**config.mk**
```make
export PLATFORM = sky130hd
export DESIGN_NAME = reset_conditioner
export DESIGN_NICKNAME = d
export VERILOG_FILES = /design/src/rtl/reset_conditioner_pkg.sv /design/src/rtl/reset_conditioner_ch.sv /design/src/rtl/reset_conditioner.sv
export SDC_FILE = /design/constraint.sdc
export NUM_CORES = 1
export LEC_CHECK = 0
export CORE_MARGIN = 3
export CORE_UTILIZATION = 45
export DETAILED_ROUTE_END_ITERATION = 10
export MAX_ROUTING_LAYER = met4
export PLACE_DENSITY_LB_ADDON = 0.3
export REMOVE_ABC_BUFFERS = 1
export SYNTH_ARGS = -nofsm -noshare
export SYNTH_HDL_FRONTEND = slang
export SYNTH_SLANG_ARGS = --single-unit
```
**constraint.sdc**
```tcl
create_clock -name i_clk -period 3.05 [get_ports i_clk]
set_input_delay 0.61 -clock i_clk [delete_from_list [all_inputs] [get_ports i_clk]]
set_output_delay 0.61 -clock i_clk [all_outputs]
set_load 0.03 [all_outputs]
```
**src/rtl/reset_conditioner_pkg.sv**
```systemverilog
// Shared types and helpers for the multi-channel reset conditioner.
package reset_conditioner_pkg;

    // Per-channel conditioner state.
    typedef enum logic [1:0] {
        StAssert   = 2'd0,
        StHold     = 2'd1,
        StReleased = 2'd2
    } ch_state_e;

    // Width of the stretch counter: enough to hold STRETCH, never less than one bit.
    function automatic int unsigned cnt_width(input int unsigned stretch);
        int unsigned w;
        w = $clog2(stretch + 1);
        return (w < 1) ? 1 : w;
    endfunction

endpackage

```
**src/rtl/reset_conditioner_ch.sv**
```systemverilog
// One reset channel: synchroniser, polarity normaliser, stretch FSM and sticky event flag.
module reset_conditioner_ch
    import reset_conditioner_pkg::*;
#(
    parameter int unsigned SYNC_STAGES = 2,
    parameter int unsigned STRETCH     = 8,
    parameter logic        SRC_ACT_LOW = 1'b1
) (
    input  logic i_clk,
    input  logic i_rst_n,
    input  logic i_src,
    input  logic i_event_clr,
    output logic o_rst,
    output logic o_rst_n,
    output logic o_event
);

    localparam int unsigned    CntW    = cnt_width(STRETCH);
    localparam int unsigned    LastVal = (STRETCH > 0) ? STRETCH - 1 : 0;
    localparam logic [CntW-1:0] CntLast = CntW'(LastVal);
    // Raw source level that means "reset asserted".
    localparam logic           AssertLvl = ~SRC_ACT_LOW;

    logic [SYNC_STAGES-1:0] r_sync;
    ch_state_e              r_state;
    logic [CntW-1:0]        r_cnt;
    logic                   r_rst;
    logic                   r_rst_n;
    logic                   r_event;

    ch_state_e              w_state_d;
    logic [CntW-1:0]        w_cnt_d;
    logic                   w_src_act;
    logic                   w_event_set;

    // Synchroniser chain; resets to the asserted source level so outputs stay in reset.
    always_ff @(posedge i_clk or negedge i_rst_n) begin
        if (!i_rst_n) begin
            r_sync <= {SYNC_STAGES{AssertLvl}};
        end else begin
            r_sync <= {r_sync[SYNC_STAGES-2:0], i_src};
        end
    end

    assign w_src_act   = SRC_ACT_LOW ? ~r_sync[SYNC_STAGES-1] : r_sync[SYNC_STAGES-1];
    assign w_event_set = (r_state == StReleased) && w_src_act;

    // Next-state and counter logic; the counter saturates at CntLast and never wraps.
    always_comb begin
        w_state_d = r_state;
        w_cnt_d   = r_cnt;
        unique case (r_state)
            StAssert: begin
                if (!w_src_act) begin
                    if (STRETCH == 0) begin
                        w_state_d = StReleased;
                    end else begin
                        w_state_d = StHold;
                        w_cnt_d   = '0;
                    end
                end
            end
            StHold: begin
                if (w_src_act) begin
                    w_state_d = StAssert;
                    w_cnt_d   = '0;
                end else if (r_cnt == CntLast) begin
                    w_state_d = StReleased;
                end else begin
                    w_cnt_d = r_cnt + 1'b1;
                end
            end
            StReleased: begin
                if (w_src_act) begin
                    w_state_d = StAssert;
                end
            end
            default: begin
                w_state_d = StAssert;
                w_cnt_d   = '0;
            end
        endcase
    end

    // State, counter, registered (glitch-free) reset outputs and sticky event flag.
    always_ff @(posedge i_clk or negedge i_rst_n) begin
        if (!i_rst_n) begin
            r_state <= StAssert;
            r_cnt   <= '0;
            r_rst   <= 1'b1;
            r_rst_n <= 1'b0;
            r_event <= 1'b0;
        end else begin
            r_state <= w_state_d;
            r_cnt   <= w_cnt_d;
            r_rst   <= (w_state_d != StReleased);
            r_rst_n <= (w_state_d == StReleased);
            // A new event wins over a simultaneous clear.
            r_event <= w_event_set | (r_event & ~i_event_clr);
        end
    end

    assign o_rst   = r_rst;
    assign o_rst_n = r_rst_n;
    assign o_event = r_event;

endmodule

```
**src/rtl/reset_conditioner.sv**
```systemverilog
// Multi-channel reset conditioner: N_CH independent channels plus an all-released flag.
module reset_conditioner
    import reset_conditioner_pkg::*;
#(
    parameter int unsigned     N_CH        = 4,
    parameter int unsigned     SYNC_STAGES = 2,
    parameter int unsigned     STRETCH     = 8,
    parameter logic [N_CH-1:0] SRC_ACT_LOW = {N_CH{1'b1}}
) (
    input  logic            i_clk,
    input  logic            i_rst_n,
    input  logic [N_CH-1:0] i_src,
    input  logic [N_CH-1:0] i_event_clr,
    output logic [N_CH-1:0] o_rst,
    output logic [N_CH-1:0] o_rst_n,
    output logic [N_CH-1:0] o_event,
    output logic            o_all_released
);

    if (N_CH < 1) begin : g_bad_nch
        $fatal(1, "reset_conditioner: N_CH must be >= 1");
    end

    if (SYNC_STAGES < 2) begin : g_bad_sync
        $fatal(1, "reset_conditioner: SYNC_STAGES must be >= 2");
    end

    for (genvar g = 0; g < N_CH; g++) begin : g_ch
        reset_conditioner_ch #(
            .SYNC_STAGES (SYNC_STAGES),
            .STRETCH     (STRETCH),
            .SRC_ACT_LOW (SRC_ACT_LOW[g])
        ) u_ch (
            .i_clk       (i_clk),
            .i_rst_n     (i_rst_n),
            .i_src       (i_src[g]),
            .i_event_clr (i_event_clr[g]),
            .o_rst       (o_rst[g]),
            .o_rst_n     (o_rst_n[g]),
            .o_event     (o_event[g])
        );
    end

    assign o_all_released = &(~o_rst);

endmodule

```
==> impl_metrics.env, run 1 <==
export IMPL_numCtsBuffers=5
export IMPL_period_minus_slack_ns=2.25
export IMPL_drv_cap=0
export IMPL_grt_first_pass_wirelength_microns=5590
export IMPL_setup_ws_ns=0.805
export IMPL_crit_end="o_all_released"
export IMPL_start_util_pct=48.0
export IMPL_cts_resized=0
export IMPL_areaGrowthSynthToFinish_pct=13.8
export IMPL_cts_buffer_depth=2
export IMPL_htreeDepth=2
export IMPL_synth_seq_cells=44
export IMPL_final_nets=205
export IMPL_boundaryPins=23
export IMPL_clock_skew_ns=0.00390
export IMPL_ant_nets=0
export IMPL_crit_required_ns=2.44
export IMPL_gp_congestion=0.822
export IMPL_grtUsageTotal_pct=14.2
export IMPL_final_cell_mix="dfrtp_1, clkdlybuf4s50_1, nand3_1"
export IMPL_grt_max_degree=45
export IMPL_min_delay_path_class="flip-flop to flip-flop"
export IMPL_p_per_area_nw_per_um2=472
export IMPL_die_y_microns=72.2
export IMPL_cts_root_buf="clkbuf_8"
export IMPL_io_buffer_count=22
export IMPL_multi_input_area_sq_um=716
export IMPL_layout_commonest_cell="dfrtp_1"
export IMPL_syn_area_per_cell_sq_um=11.2
export IMPL_drc=0
export IMPL_clock_sinks=44
export IMPL_worstMarginPinSlew_ns=0.919
export IMPL_place_ws_ns=1.13
export IMPL_cp_start_kind="flip-flop"
export IMPL_first_global_vias=1285
export IMPL_num_vias=1301
export IMPL_wire_per_inst_microns=13.0
export IMPL_rsz0062_at_grt="false"
export IMPL_power_mw=1.06
export IMPL_critPathMaxFanout=2
export IMPL_r2r_end="g_ch[2].u_ch.r_cnt[1]$_DFFE_PN0P_"
export IMPL_crit_path_start="g_ch[0].u_ch.o_rst$_DFF_PN1_"
export IMPL_viasPerCell=5.38
export IMPL_die_area_sq_um=5220
export IMPL_totalWireLength_microns=3150
export IMPL_slew_violations=0
export IMPL_fmax_mhz=445
export IMPL_first_pass_iters=4
export IMPL_die_width_microns=72.2
export IMPL_clkTransAtPathRegs_ns=0.08
export IMPL_irDropWorstVdd_uv=254
export IMPL_synth_area_sq_um=1970
export IMPL_clk_latency_ns=0.29
export IMPL_fin_util_pct=54.6
export IMPL_overflow=0
export IMPL_drive_above_1_share_pct=9.90
export IMPL_seq_area_sq_um=1110
export IMPL_reg2reg_depth=4
export IMPL_final_hold_violation_count=0
export IMPL_yosys_warnings=0
export IMPL_reg2reg_slack_ns=1.54
export IMPL_leakage_nw=1.09
export IMPL_slew_headroom_pct=38.8
export IMPL_arrival_ns=1.64
export IMPL_drt_iter0_markers=143
export IMPL_rows=23
export IMPL_synth_cell_type_count=33
export IMPL_cts_tree="done"
export IMPL_seq_area_frac_synth_pct=56.0
export IMPL_synthCells=177
export IMPL_timing_final_crit_share_pct=73.6
export IMPL_place_hpwl_microns=2270
export IMPL_setup_violations=0
export IMPL_antenna_found_initial=0
export IMPL_crit_path_end_kind="output pin"
export IMPL_status="complete, no violations"
export IMPL_final_fill_count=362
export IMPL_timing_hold_ws_ns=0.352
export IMPL_worstSetupPathType="flip-flop to output pin"
export IMPL_cts_hold_buffers=0
export IMPL_core_sq_um=4120
export IMPL_n_antenna_cell=0
export IMPL_postCtsSetupRepairBufs=0
export IMPL_timing_rr_start="g_ch[2].u_ch.r_cnt[0]$_DFFE_PN0P_"
export IMPL_finalSetupTns_ns=0
stage by stage:
stage,area [sq um],std cells
after floorplan,1870,162
after global placement,2150,234
after detailed placement,2150,234
after CTS,2250,242
after global routing,2250,242
final,2250,242
sequential cells by signal (all words and copies together), names as in the netlist:
signal and count:
g_ch.u_ch.r_sync 8, g_ch.u_ch.r_state 8, g_ch.u_ch.o_rst_n 4, g_ch.u_ch.r_cnt 16, g_ch.u_ch.o_rst 4, g_ch.u_ch.o_event 4
cells by family after synthesis:
| family | after synthesis | share of synthesized area [%] |
|---|---|---|
| mux | 8 | 4.37 |
| buf+inv | 28 | 7.73 |
| fa+ha+maj | 4 | 2.53 |
| simple gates | 52 | 14.7 |
| xor+xnor | 4 | 1.77 |
| compound gates | 37 | 12.9 |
| flops | 44 | 56.0 |
layout make-up:
class                      count  area share (%)
inverter                      13            2.17
clock inverter                 2           0.669
tap                           50            2.79
multi-input combinational    105            31.9
sequential                    44            49.2
clock buffer                   6            3.68
timing repair buffer          22            9.58
how the worst min path moves through the flow:
stage,startpoint,cells past startpoint,end
final,g_ch[3].u_ch.r_sync[0]$_DFF_PN0_,0,g_ch[3].u_ch.r_sync[1]$_DFF_PN0_
after global routing,g_ch[3].u_ch.r_sync[0]$_DFF_PN0_,0,g_ch[3].u_ch.r_sync[1]$_DFF_PN0_
after CTS,g_ch[3].u_ch.r_sync[0]$_DFF_PN0_,0,g_ch[3].u_ch.r_sync[1]$_DFF_PN0_
after detailed placement,g_ch[3].u_ch.r_sync[0]$_DFF_PN0_,0,g_ch[3].u_ch.r_sync[1]$_DFF_PN0_
after global placement,g_ch[0].u_ch.r_sync[0]$_DFF_PN0_,0,g_ch[0].u_ch.r_sync[1]$_DFF_PN0_
after floorplan,i_rst_n,0,g_ch[0].u_ch.o_event$_DFF_PN0_
per-layer routing:
metal	routed length, microns	track usage, %	up-vias	part of all wire [%]
met4	46	6.05	0	1.5
met3	143	4.16	6	4.5
li1	-	-	630	-
met1	1510	17.6	640	48
met5	0	-	-	0
met2	1460	21.6	25	46
where the power goes:
part	internal (mW)	switching [mW]
clock	0.183	0.193
sequential	0.600	0.0191
combinational	0.0288	0.0348
synth_stat cells:
cell,n,area [sq um]
o21ai_0,10,50.1
buf_2,2,10.0
dfrtp_1,40,1000
xor2_1,2,17.5
o22ai_1,2,12.5
nor3b_1,2,15.0
mux2i_1,6,60.1
and3b_1,1,8.76
nor2b_1,6,37.5
a22o_1,4,35.0
nand3b_1,4,30.0
a21oi_1,5,25.0
and3_2,1,7.51
a21boi_0,1,7.51
nand3_1,20,100
o31ai_1,6,45.0
mux2_4,1,15.0
nand2b_1,5,31.3
buf_4,12,90.1
dfstp_2,4,105
xnor2_1,2,17.5
nor2_1,9,33.8
clkbuf_1,1,3.75
a31o_1,1,8.76
a21o_1,6,45.0
a32oi_2,1,16.3
a31o_2,1,8.76
mux2_2,1,11.3
ha_1,4,50.1
and3b_4,1,12.5
inv_1,13,48.8
nor4_1,1,6.26
nand2_1,2,7.51
critical path, stage by stage (launching register included):
cell,delay (ns)
dfstp_2,0.38
nor4_1,0.25
clkdlybuf4s50_1,0.71
(Power assumes the default switching activity.)
==> run 2: changes to the inputs <==
clock period = 2 ns   (was 3.05 ns; I/O delays follow)
==> run 2 against run 1 <==
Clock power increased by 41%. Worst hold slack got worse by 0.35 ns. Design area grew 0.17%. Die area unchanged. Flip-flop and latch count unchanged. Global-route usage increased by 1.2 points. Sequential power rose by 53%. Utilization up 0.091 points. Cell count grew 0.83%. Critical path type unchanged. Largest power group unchanged.
==> impl_metrics.env, run 2 (synthesis results as in run 1) <==
export IMPL_pwr_share_seq_pct=59.7
export IMPL_antenna_found_initial=0
export IMPL_drv_cap=0
export IMPL_p_per_area_nw_per_um2=703
export IMPL_critical_path_top_delay_family="buffers and inverters"
export IMPL_start_util_pct=48.0
export IMPL_clkTransAtPathRegs_ns=0.08
export IMPL_n_antenna_cell=0
export IMPL_die_area_sq_um=5220
export IMPL_totalWireLength_microns=3460
export IMPL_drive_above_1_share_pct=10.8
export IMPL_reg_top3="g_ch.u_ch.r_cnt: 16 flops, g_ch.u_ch.r_state: 8 flops, g_ch.u_ch.r_sync: 8 flops"
export IMPL_ant_nets=0
export IMPL_setup_violations=0
export IMPL_place_hpwl_microns=2680
export IMPL_cp_slowest_cell="clkdlybuf4s50_1"
export IMPL_leakage_nw=1.11
export IMPL_reg2reg_depth=4
export IMPL_postCtsSetupRepairBufs=0
export IMPL_slew_headroom_pct=63.4
export IMPL_crit_path_end_kind="output pin"
export IMPL_boundaryPins=23
export IMPL_cp_start_kind="flip-flop"
export IMPL_fin_area_sq_um=2250
export IMPL_drc=0
export IMPL_irDropWorstVdd_uv=509
export IMPL_fmax_mhz=528
export IMPL_final_cell_mix="dfrtp_1, nand3_1, clkdlybuf4s50_1"
export IMPL_largest_register_ffs=16
export IMPL_switching_share_pct=23.7
export IMPL_drt_iter0_markers=87
export IMPL_place_area_sq_um=2160
export IMPL_min_delay_path_class="input pin to asynchronous set/reset pin"
export IMPL_path_cells="clkdlybuf4s50_1"
export IMPL_slew_violations=0
export IMPL_r2r_end="g_ch[2].u_ch.r_cnt[1]$_DFFE_PN0P_"
export IMPL_p_int_mw=1.21
export IMPL_rsz0062_at_grt="false"
export IMPL_timing_final_crit_share_pct=94.7
export IMPL_core_sq_um=4120
export IMPL_areaGrowthSynthToFinish_pct=13.9
export IMPL_gp_congestion=0.775
export IMPL_overflow=0
export IMPL_combinationalPowerShare_pct=6.6
export IMPL_final_nets=207
export IMPL_first_pass_iters=4
export IMPL_num_vias=1320
export IMPL_cts_tree="done"
export IMPL_worstMarginPinSlew_ns=0.548
export IMPL_final_hold_violation_count=0
export IMPL_grtUsageTotal_pct=15.4
export IMPL_layout_commonest_cell="dfrtp_1"
export IMPL_critical_path_buf_inv_count=1
export IMPL_numCtsBuffers=5
export IMPL_switching_power_uw=375
export IMPL_grt_max_degree=20
export IMPL_critPathMaxFanout=2
export IMPL_clock_skew_ns=0.00671
export IMPL_worst_path_largest_cell_delay_ns=0.66
export IMPL_arrival_ns=1.49
export IMPL_die_width_microns=72.2
export IMPL_finalSetupTns_ns=0
export IMPL_cts_buffer_depth=2
export IMPL_regMostFlops="g_ch.u_ch.r_cnt"
export IMPL_wire_per_inst_microns=14.2
export IMPL_cts_hold_buffers=0
export IMPL_clk_latency_ns=0.29
export IMPL_rows=23
export IMPL_period_minus_slack_ns=1.89
export IMPL_viasPerCell=5.41
export IMPL_htreeDepth=2
export IMPL_first_global_vias=1323
export IMPL_clkPwrFrac_pct=33.7
export IMPL_cts_root_buf="clkbuf_8"
export IMPL_reg2reg_slack_ns=0.49
export IMPL_timing_rr_start="g_ch[2].u_ch.r_cnt[0]$_DFFE_PN0P_"
export IMPL_clock_sinks=44
export IMPL_io_buffer_count=22
export IMPL_status="complete, no violations"
export IMPL_crit_required_ns=1.60
export IMPL_grt_first_pass_wirelength_microns=5970
export IMPL_worstSetupPathType="flip-flop to output pin"
export IMPL_cts_resized=1
export IMPL_die_y_microns=72.2
run 2: cell count changes in the layout (fill, tap and decap cells not counted):
cell	delta
buf_4	+2
clkinv_2	+2
clkinvlp_4	-2
clkbuf_8	-1
clkdlybuf4s50_1	-1
clkinv_4	+1
dlygate4sd2_1	+1
run 2: per-layer routing:
| metal | track usage, % | vias up | share of wire (%) |
|---|---|---|---|
| li1 | - | 640 | - |
| met4 | 6.89 | 0 | 1.4 |
| met2 | 24.9 | 26 | 51 |
| met5 | - | - | 0 |
| met1 | 18.2 | 649 | 44 |
| met3 | 3.74 | 5 | 3.6 |
run 2: power groups by stage:
stage	clock network [mW]	registers [mW]	logic, mW
floorplan	0	0.955	0.0547
global placement	0	0.959	0.0984
detailed placement	0	0.962	0.105
CTS	0.549	0.944	0.106
global route	0.590	0.950	0.118
finish	0.533	0.944	0.104
run 2: worst max-delay path by stage:
stage | endpoint | startpoint | slack, ns | cells after the start
3_3_place_gp | o_all_released | g_ch[0].u_ch.o_rst$_DFF_PN1_ | 0.29 | 2
2_1_floorplan | o_all_released | g_ch[0].u_ch.o_rst$_DFF_PN1_ | 0.18 | 1
5_1_grt | o_rst[0] | g_ch[0].u_ch.o_rst$_DFF_PN1_ | 0.05 | 1
4_1_cts | o_rst[1] | g_ch[1].u_ch.o_rst$_DFF_PN1_ | 0.09 | 1
3_5_place_dp | o_all_released | g_ch[0].u_ch.o_rst$_DFF_PN1_ | 0.23 | 2
6_report | o_rst[1] | g_ch[1].u_ch.o_rst$_DFF_PN1_ | 0.11 | 1
run 2: layout make-up:
type	instances	area, sq um
fillers	369	1870
flip-flops and latches	44	1110
multi-input cells	105	716
repair buffers	24	229
clock buffers	5	68.8
well taps	50	62.6
inverters	13	48.8
clock inverters	3	18.8
run 2: per-stage QoR:
| step | utilization, % | setup slack, ns | hold slack, ns | total power [mW] | instances |
|---|---|---|---|---|---|
| floorplan | - | 0.179 | 0.104 | 1.01 | 162 |
| global placement | 52.6 | 0.287 | 0.315 | 1.06 | 236 |
| detailed placement | 52.6 | 0.227 | 0.321 | 1.07 | 236 |
| CTS | 54.7 | 0.0902 | 0.00403 | 1.60 | 244 |
| global route | 54.7 | 0.0533 | 0.0111 | 1.66 | 244 |
| finish | 54.7 | 0.106 | 0.00143 | 1.58 | 244 |
